[src/rtl/wb_port_scheduler.sv]
// Write-back port owner: picks the write-back source and splits a 64-bit multiply into LO/HI writes.
// Optional WB_PERF_EN adds wr_count/stall_count performance counters.
module wb_port_scheduler #(
  parameter int WORD_LEN     = 32,
  parameter int REG_ADDR_LEN = 5,
  parameter int CNT_W        = 32
) (
  input  logic                    clk,
  input  logic                    rst,
  input  logic                    wb_en,
  input  logic                    mem_r_en,
  input  logic                    mul_en,
  input  logic                    comp_en,
  input  logic [REG_ADDR_LEN-1:0] dest,
  input  logic [WORD_LEN-1:0]     alu_res,
  input  logic [WORD_LEN-1:0]     mem_read_val,
  input  logic [WORD_LEN-1:0]     high,
  output logic                    rf_we,
  output logic [REG_ADDR_LEN-1:0] rf_waddr,
  output logic [WORD_LEN-1:0]     rf_wdata,
  output logic                    stall,
`ifdef WB_PERF_EN
  output logic [CNT_W-1:0]        wr_count,
  output logic [CNT_W-1:0]        stall_count,
`endif
  output logic                    hi_pending
);

  typedef enum logic [1:0] {
    IDLE  = 2'd0,
    HI_WR = 2'd1
  } state_t;

  state_t                    state_q, state_d;
  logic [WORD_LEN-1:0]       hi_buf_q, hi_buf_d;
  logic [REG_ADDR_LEN-1:0]   hi_addr_q, hi_addr_d;
  logic                      hi_pending_q, hi_pending_d;

  logic                      we_raw;
  logic [REG_ADDR_LEN-1:0]   waddr_raw;
  logic [WORD_LEN-1:0]       wdata_raw;
  logic                      stall_raw;
  logic                      mul_go;

  assign mul_go = wb_en & mul_en & ~mem_r_en;

  always_comb begin
    state_d      = state_q;
    hi_buf_d     = hi_buf_q;
    hi_addr_d    = hi_addr_q;
    hi_pending_d = hi_pending_q;
    we_raw       = 1'b0;
    waddr_raw    = '0;
    wdata_raw    = '0;
    stall_raw    = 1'b0;

    case (state_q)
      IDLE: begin
        we_raw    = wb_en & (dest != '0);
        waddr_raw = dest;
        if (mem_r_en)
          wdata_raw = mem_read_val;
        else if (mul_go)
          wdata_raw = alu_res;
        else if (comp_en)
          wdata_raw = {{(WORD_LEN-1){1'b0}}, alu_res[0]};
        else
          wdata_raw = alu_res;

        if (mul_go) begin
          stall_raw    = 1'b1;
          hi_buf_d     = high;
          hi_addr_d    = dest + REG_ADDR_LEN'(1);
          state_d      = HI_WR;
          hi_pending_d = 1'b1;
        end
      end

      HI_WR: begin
        // Upstream is frozen on the same multiply, so inputs are ignored here.
        we_raw       = (hi_addr_q != '0);
        waddr_raw    = hi_addr_q;
        wdata_raw    = hi_buf_q;
        state_d      = IDLE;
        hi_pending_d = 1'b0;
      end

      default: begin
        state_d      = IDLE;
        hi_pending_d = 1'b0;
      end
    endcase
  end

  always_ff @(posedge clk) begin
    if (rst) begin
      state_q      <= IDLE;
      hi_buf_q     <= '0;
      hi_addr_q    <= '0;
      hi_pending_q <= 1'b0;
    end else begin
      state_q      <= state_d;
      hi_buf_q     <= hi_buf_d;
      hi_addr_q    <= hi_addr_d;
      hi_pending_q <= hi_pending_d;
    end
  end

  // Reset masks every output, including a half-finished HI write.
  assign rf_we      = we_raw & ~rst;
  assign rf_waddr   = rst ? '0 : waddr_raw;
  assign rf_wdata   = rst ? '0 : wdata_raw;
  assign stall      = stall_raw & ~rst;
  assign hi_pending = hi_pending_q & ~rst;

`ifdef WB_PERF_EN
  logic [CNT_W-1:0] wr_count_q, wr_count_d;
  logic [CNT_W-1:0] stall_count_q, stall_count_d;

  always_comb begin
    wr_count_d    = wr_count_q;
    stall_count_d = stall_count_q;
    if (rf_we)
      wr_count_d = wr_count_q + CNT_W'(1);
    if (stall)
      stall_count_d = stall_count_q + CNT_W'(1);
  end

  always_ff @(posedge clk) begin
    if (rst) begin
      wr_count_q    <= '0;
      stall_count_q <= '0;
    end else begin
      wr_count_q    <= wr_count_d;
      stall_count_q <= stall_count_d;
    end
  end

  assign wr_count    = rst ? '0 : wr_count_q;
  assign stall_count = rst ? '0 : stall_count_q;
`endif

endmodule

[config.mk]
export PLATFORM = sky130hd
export DESIGN_NAME = wb_port_scheduler
export DESIGN_NICKNAME = d
export VERILOG_FILES = /design/src/rtl/wb_port_scheduler.sv
export SDC_FILE = /design/constraint.sdc
export NUM_CORES = 1
export LEC_CHECK = 0
export CAP_MARGIN = 25
export CORE_UTILIZATION = 39
export DETAILED_ROUTE_END_ITERATION = 8
export PLACE_DENSITY = 0.87
export REMOVE_ABC_BUFFERS = 1
export SYNTH_ARGS = -nofsm -noshare
export SYNTH_HDL_FRONTEND = slang
export SYNTH_SLANG_ARGS = --single-unit
[constraint.sdc]
create_clock -name clk -period 2.21 [get_ports clk]
set_clock_uncertainty 0.05 [all_clocks]
set_input_delay 0.3315 -clock clk [delete_from_list [all_inputs] [get_ports clk]]
set_output_delay 0.3315 -clock clk [all_outputs]
set_load 0.02 [all_outputs]
==> summary.md, run 1 <==
| Metric | Value |
|---|---|
| Max-cap violations | 0 |
| Yosys top cell by area | dfxtp_1 |
| Endpoint class of the critical path | primary output |
| Most frequently used flop master after synthesis | dfxtp_1 |
| Hold crit path type | in -> reg |
| DP Wirelength | 5.71 mm |
| H-Tree Depth | 2 |
| Global-route total usage across every layer | 0.245 |
| WHS Path Cells | 3 |
| Max-slew headroom | 0.743 |
| IO Count | 147 |
| Synth top area cells | dfxtp_1 (35%), mux2i_1 (17%), nand2_1 (17%) |
| PwrDens | around 480 nW/um2 |
| CTS Hold Bufs | 0 |
| Rows | 26 |
| Peak VDD IR | ~0.00033 V |
| R2R Path Start | state_q[0] |
| DR iter-0 viols | 125 |
| Final Hold Fails | 0 |
| Vias | 2625 |
| CP Max Fanout | 7 |
| Status | finished, final reports clean |
| Post-route setup slack | approximately 0.081 ns |
| Die W | 77.0 um |
| First-pass GRT wire length | 11.8 mm |
| Final core utilization | 0.716 |
| Avg Cell Area, Syn | 7.34 um2 |
| Antenna cells | 0 |
| CTS clk-pin slew, worst paths | 0.07 ns |
| Total CTS buffers | 5 |
| Fin area | 3770 um2 |
| Req. time, crit path | 1.83 ns |
| Nets | 561 |
| Gr ovfl total | 0 |
| Register-to-Register Path Depth | 5 |
| Layout cells sized above 1 | 0.163 |
| Final period util | 0.964 |
| Worst Max-Slew Pin Slew | 0.385 ns |
| Minimum clock period | 2.13 ns |
| EDFF count, synth | 0 |
| Root Buffer | clkbuf_8 |
| Met1 Resource Use GR | 0.255 |
| Seq/Total Area, Yosys | 0.347 |
| R2R Setup Slk | 0.75 ns |
| Layout area overhead | 71.9% |
| Sum of negative setup slack | 0 ns |
| CTS Sinks | 38 |
| Post-synth top cells | nand2_1 (98), dfxtp_1 (38), mux2i_1 (37) |
| Drc violations | 0 |
| Crit Path Category | in -> out |
| Post-synthesis cell area | 2190 um2 |
| Fillers | 454 |
| I/O Buffers | 146 |
| M3 GR Usage | 0.0536 |
| FFs w/ async S/R, synth | 0 |
| Crit Reg-Reg Endpoint | hi_addr_q[2] |
| Top cell type's share of synthesized area | 0.347 |
| Met2 Track Usage GR | 0.482 |
| CTS tree | done |
| Leak Pwr | 1.57 nW |
| DIE HEIGHT | 77.0 um |
| Yosys reg bits | 38 |
| Vias in the first global route | 2666 |
| Setup WS pre-CTS | -0.480 ns |
| Yosys warns | 0 |
| Initial Util | 0.416 |
| Hold Path End | hi_addr_q[0] |
| Placed Area | 3800 um2 |
| Worst Setup Start Kind | primary input |
| Vias per inst | 5.02 |
| Antenna violations before repair | 0 |
| Routed len/inst | roughly 14 um |
| Busiest layer in global routing | met2 |
| Routed Antenna Nets | 0 |
| CP Data Arrival Time | 1.75 ns |
| WL final | 7.27 mm |
| Syn Inst Count | 299 |
| Unrepaired setup endpoints after global routing | no |
| Post-synth cell types | 28 |
| Count of final setup violators | 0 |
| Setup Fix Bufs, Post-CTS | 0 |
| Clock latency on the worst-skew pair | around 0.28 ns |
| Largest net degree at the start of global routing | 26 |
| Achievable clock frequency | about 470 MHz |
| Final Max Tran Viols | 0 |
| Hold_sp | dest[0] |
| Pre-Repair DR Iteration Count | 4 |
| Core area | 5270 um2 |
| Die area | roughly 5900 um2 |
| Final GP Congestion | 0.883 |
| Count leader, synth | nand2_1 |
| Clock tree buffer depth | 2 |
[critical path: stages]
cell and delay, ns:
buf_2 0.16, buf_4 0.20, mux2_2 0.34, mux2i_1 0.12
nor2_1 0.05, clkdlybuf4s50_1 0.54
[registers in the layout, summed over array words and instances, names as in the netlist]
signal	cells
hi_buf_q	32
hi_addr_q	5
state_q	1
[per-stage QoR]
| stage | instances | power (W) | hold slack, ns |
|---|---|---|---|
| after floorplan | 274 | 0.000920 | 0.351 |
| after global placement | 515 | 0.00128 | 0.392 |
| after detailed placement | 515 | 0.00129 | 0.397 |
| after CTS | 523 | 0.00183 | 0.408 |
| after global routing | 523 | 0.00191 | 0.376 |
| final | 523 | 0.00182 | 0.359 |
[placed cells by master (no fill, tap or decap), drive strengths merged, types with 2 or more instances in the layout]
| cell type | synthesis | routed |
|---|---|---|
| clkdlybuf4s50 | 0 | 109 |
| nand2 | 98 | 98 |
| buf | 16 | 59 |
| dfxtp | 38 | 38 |
| mux2i | 37 | 37 |
| a21oi | 34 | 34 |
| o21ai | 31 | 31 |
| nor2 | 8 | 8 |
| inv | 6 | 6 |
| clkbuf | 9 | 6 |
| nand3 | 2 | 2 |
| xor2 | 2 | 2 |
| nand2b | 2 | 2 |
| a22oi | 2 | 2 |
| a211oi | 2 | 2 |
| ha | 2 | 2 |
| clkinvlp | 0 | 2 |
| dlymetal6s2s | 0 | 2 |
[timing repair]
action / CTS / global route
setup endpoints to repair: 33 / 33
gates cloned: 0 / 0
pin swaps: 1 / 2
resized for setup: 161 / 19
[layout make-up]
cell class | count | area (um2) | area share
Clock buffer | 5 | 68.8 | 0.0182
Clock inverter | 3 | 45.0 | 0.0119
Inverter | 6 | 22.5 | 0.00597
Multi-Input combinational cell | 230 | 1290 | 0.343
Sequential cell | 38 | 761 | 0.202
Tap cell | 70 | 87.6 | 0.0232
Timing Repair Buffer | 171 | 1490 | 0.395
[logic make-up after synthesis]
logic type / synth area share
xor+xnor: 0.0120
simple gates: 0.218
fa+ha+maj: 0.0114
flops: 0.347
buf+inv: 0.0673
mux: 0.174
compound gates: 0.171
[metal layers]
layer	part of all wire	vias up
met2	0.52	109
li1	-	1308
met3	0.077	14
met1	0.38	1194
met5	0	-
met4	0.019	0
[worst max-delay path by stage]
stage                from      endpoint  slack [ns]
5_1_grt          mem_r_en   rf_wdata[0]       0.005
3_3_place_gp        wb_en  rf_wdata[15]       -0.43
3_5_place_dp      dest[0]         rf_we       -0.48
4_1_cts             wb_en  rf_wdata[28]       -0.01
2_1_floorplan  state_q[0]  rf_wdata[16]       -0.47
6_report         mem_r_en   rf_wdata[0]        0.08
[power breakdown]
part	total, W	internal (W)	switching (W)
sequential	0.000722	0.000709	0.0000135
clock	0.000581	0.000336	0.000245
combinational	0.000520	0.000296	0.000225
No activity file was read; power rests on OpenSTA's default activity.
==> run 2, diff against run 1 <==
Settings changed: CORE_UTILIZATION 39 to 40, DONT_BUFFER_PORTS from default to 1, PLACE_DENSITY 0.87 to default.
==> summary.md, run 2 (synthesis results as in run 1) <==
| Metric | Value |
|---|---|
| Crit Reg-Reg Endpoint | hi_buf_q[18] (was hi_addr_q[2]) |
| Top reg by flops | hi_buf_q (unchanged) |
| Commonest non-fill, non-tap cell in the layout | nand2_1 (was clkdlybuf4s50_1) |
| Drc violations | 0 (unchanged) |
| Vias | 2042 (was 2625) |
| Final Max Tran Viols | 0 (unchanged) |
| Max-slew headroom | 0.642 (was 0.743) |
| Antenna violations before repair | 0 (unchanged) |
| Total CTS buffers | 5 (unchanged) |
| DIE HEIGHT | 76.1 um (was 77.0 um) |
| Nets | 430 (was 561) |
| Post-cts resize count | 0 (was 161) |
| Layout area overhead | 16.8% (was 71.9%) |
| CTS clk-pin slew, worst paths | 0.07 ns (about the same) |
| Rows | 26 (unchanged) |
| CTS tree | done (unchanged) |
| Hold crit path type | in -> reg (unchanged) |
| Achievable clock frequency | 512 MHz (was 470 MHz) |
| Total power | 0.00148 W (was 0.00182 W) |
| I/O Buffers | 0 (was 146) |
| R2R Path Start | state_q[0] (unchanged) |
| Global-route total usage across every layer | 0.185 (was 0.245) |
| Final period util | 0.884 (was 0.964) |
| Met1 WL | 2.29 mm (was 2.76 mm) |
| Top sig layer | met4 (unchanged) |
| Core area | 5200 um2 (was 5270 um2) |
| Clock latency on the worst-skew pair | 0.28 ns (about the same) |
| Crit-path leading delay family | simple AND/OR/NAND/NOR gates (was buffers and inverters) |
| Endpoint class of the critical path | primary output (unchanged) |
| IO Count | 147 (unchanged) |
| Largest regs | hi_buf_q x32, hi_addr_q x5, state_q x1 (unchanged) |
| Sum of negative setup slack | 0 ns (unchanged) |
| Final core utilization | 0.492 (was 0.716) |
| Final Non-Filler Cells | 392 (was 523) |
| DR WL met2 | 2.58 mm (was 3.81 mm) |
| Post-Place Cells | 384 (was 515) |
| Worst Setup Start Kind | flip-flop (was primary input) |
| Max reg flops | 32 (unchanged) |
| Slowest CP cell | or4_4 (was clkdlybuf4s50_1) |
| Final GP Congestion | 0.747 (was 0.883) |
| R2R Setup Slk | 0.50 ns (was 0.75 ns) |
| Gr ovfl total | 0 (unchanged) |
| PwrDens | 579 nW/um2 (was 484 nW/um2) |
| Req. time, crit path | 1.83 ns (about the same) |
| Crit Path Category | reg -> out (was in -> out) |
| CTS Sinks | 38 (unchanged) |
| Unrepaired setup endpoints after global routing | no (unchanged) |
| Leak Pwr | 1.03 nW (was 1.57 nW) |
| First-pass GRT wire length | 8.81 mm (was 11.8 mm) |
| Final Hold Fails | 0 (unchanged) |
| DR iter-0 viols | 51 (was 125) |
| Clock tree buffer depth | 2 (unchanged) |
| WL final | 5.36 mm (was 7.27 mm) |
| Vias per inst | 5.21 (was 5.02) |
| Register-to-Register Path Depth | 5 (unchanged) |
| Initial Util | 0.421 (was 0.416) |
| Root Buffer | clkbuf_8 (unchanged) |
| Antenna cells | 0 (unchanged) |
| CP Max Fanout | 10 (was 7) |
| Routed len/inst | 13.7 um (was 13.9 um) |
| CTS Hold Bufs | 0 (unchanged) |
| Minimum clock period | 1.95 ns (was 2.13 ns) |
| Max-cap violations | 0 (unchanged) |
| DP Wirelength | 3.93 mm (was 5.71 mm) |
| Count of final setup violators | 0 (unchanged) |
| H-Tree Depth | 2 (unchanged) |
| Crit-path max cell delay | 0.58 ns (was 0.54 ns) |
| Worst setup endpoint | stall (was rf_wdata[0]) |
| DR WL met3 | 439 um (was 561 um) |
| Vias in the first global route | 2021 (was 2666) |
| Peak VDD IR | 0.000315 V (was 0.000325 V) |
| Die area | 5780 um2 (was 5930 um2) |
| Largest net degree at the start of global routing | 48 (was 26) |
| Post-route setup slack | 0.256 ns (was 0.0806 ns) |
| Die W | 76.1 um (was 77.0 um) |
| CP Data Arrival Time | 1.57 ns (was 1.75 ns) |
| Worst Max-Slew Pin Slew | 0.537 ns (was 0.385 ns) |
| Critical path depth | 3 (was 6) |
| Pre-Repair DR Iteration Count | 4 (unchanged) |
| Setup WS pre-CTS | 0.337 ns (was -0.480 ns) |
| Setup Fix Bufs, Post-CTS | 0 (unchanged) |
| Setup crit start | state_q[0] (was mem_r_en) |
| Worst path cell trace | buf_4, or4_4, inv_1 (was buf_2, buf_4, mux2_2, mux2i_1, nor2_1, clkdlybuf4s50_1) |
| Status | finished, final reports clean (unchanged) |
| WHS Path Cells | 1 (was 3) |
| Buf/Inv on CP | 2 (was 3) |
| Layout cells sized above 1 | 0.161 (was 0.163) |
| Most frequent cells in the layout | nand2_1 (98), buf_4 (39), dfxtp_1 (38) (was clkdlybuf4s50_1 (109), nand2_1 (98), dfxtp_1 (38)) |
| Routed Antenna Nets | 0 (unchanged) |
[run 2: cell count changes in the layout (fill, tap and decap cells not counted), moves of 2 or more]
cell / previous run / this run
o21ai_1: 23 / 7
buf_2: 32 / 0
buf_4: 25 / 39
buf_6: 2 / 0
clkinvlp_4: 2 / 0
clkdlybuf4s50_1: 109 / 0
dlymetal6s2s_1: 2 / 0
o21ai_0: 8 / 24
[run 2: worst min-delay path by stage]
| stage | start | to | slack [ns] |
|---|---|---|---|
| after floorplan | rst | hi_addr_q[1] | 0.35 |
| after detailed placement | rst | hi_buf_q[4] | 0.36 |
| after global routing | rst | hi_buf_q[22] | 0.05 |
| after CTS | rst | hi_buf_q[4] | 0.05 |
| final | rst | hi_buf_q[16] | 0.06 |
| after global placement | rst | hi_buf_q[16] | 0.35 |
[run 2: where the power goes]
| group | internal, W | total, W | switching, W |
|---|---|---|---|
| Combinational | 0.000127 | 0.000275 | 0.000149 |
| Clock | 0.000252 | 0.000487 | 0.000235 |
| Sequential | 0.000709 | 0.000722 | 0.0000133 |
[run 2: routing by layer]
metal / up-vias / global-route usage
li1: 1046 / -
met1: 896 / 0.208
met2: 95 / 0.335
met3: 5 / 0.0515
met4: 0 / 0.0615
met5: - / 0
[run 2: per-stage QoR]
step / cell area [um2] / hold WS (ns)
CTS: 2560 / 0.0481
global route: 2560 / 0.0458
global placement: 2470 / 0.354
finish: 2560 / 0.0560
detailed placement: 2470 / 0.357
floorplan: 2070 / 0.351
[run 2: cell type report]
| class | count | area, um2 |
|---|---|---|
| fill | 563 | 2640 |
| multi-input combinational | 230 | 1290 |
| sequential | 38 | 761 |
| timing repair buffer | 40 | 313 |
| tap | 70 | 87.6 |
| clock buffer | 7 | 86.3 |
| inverter | 6 | 22.5 |
| clock inverter | 1 | 5.00 |
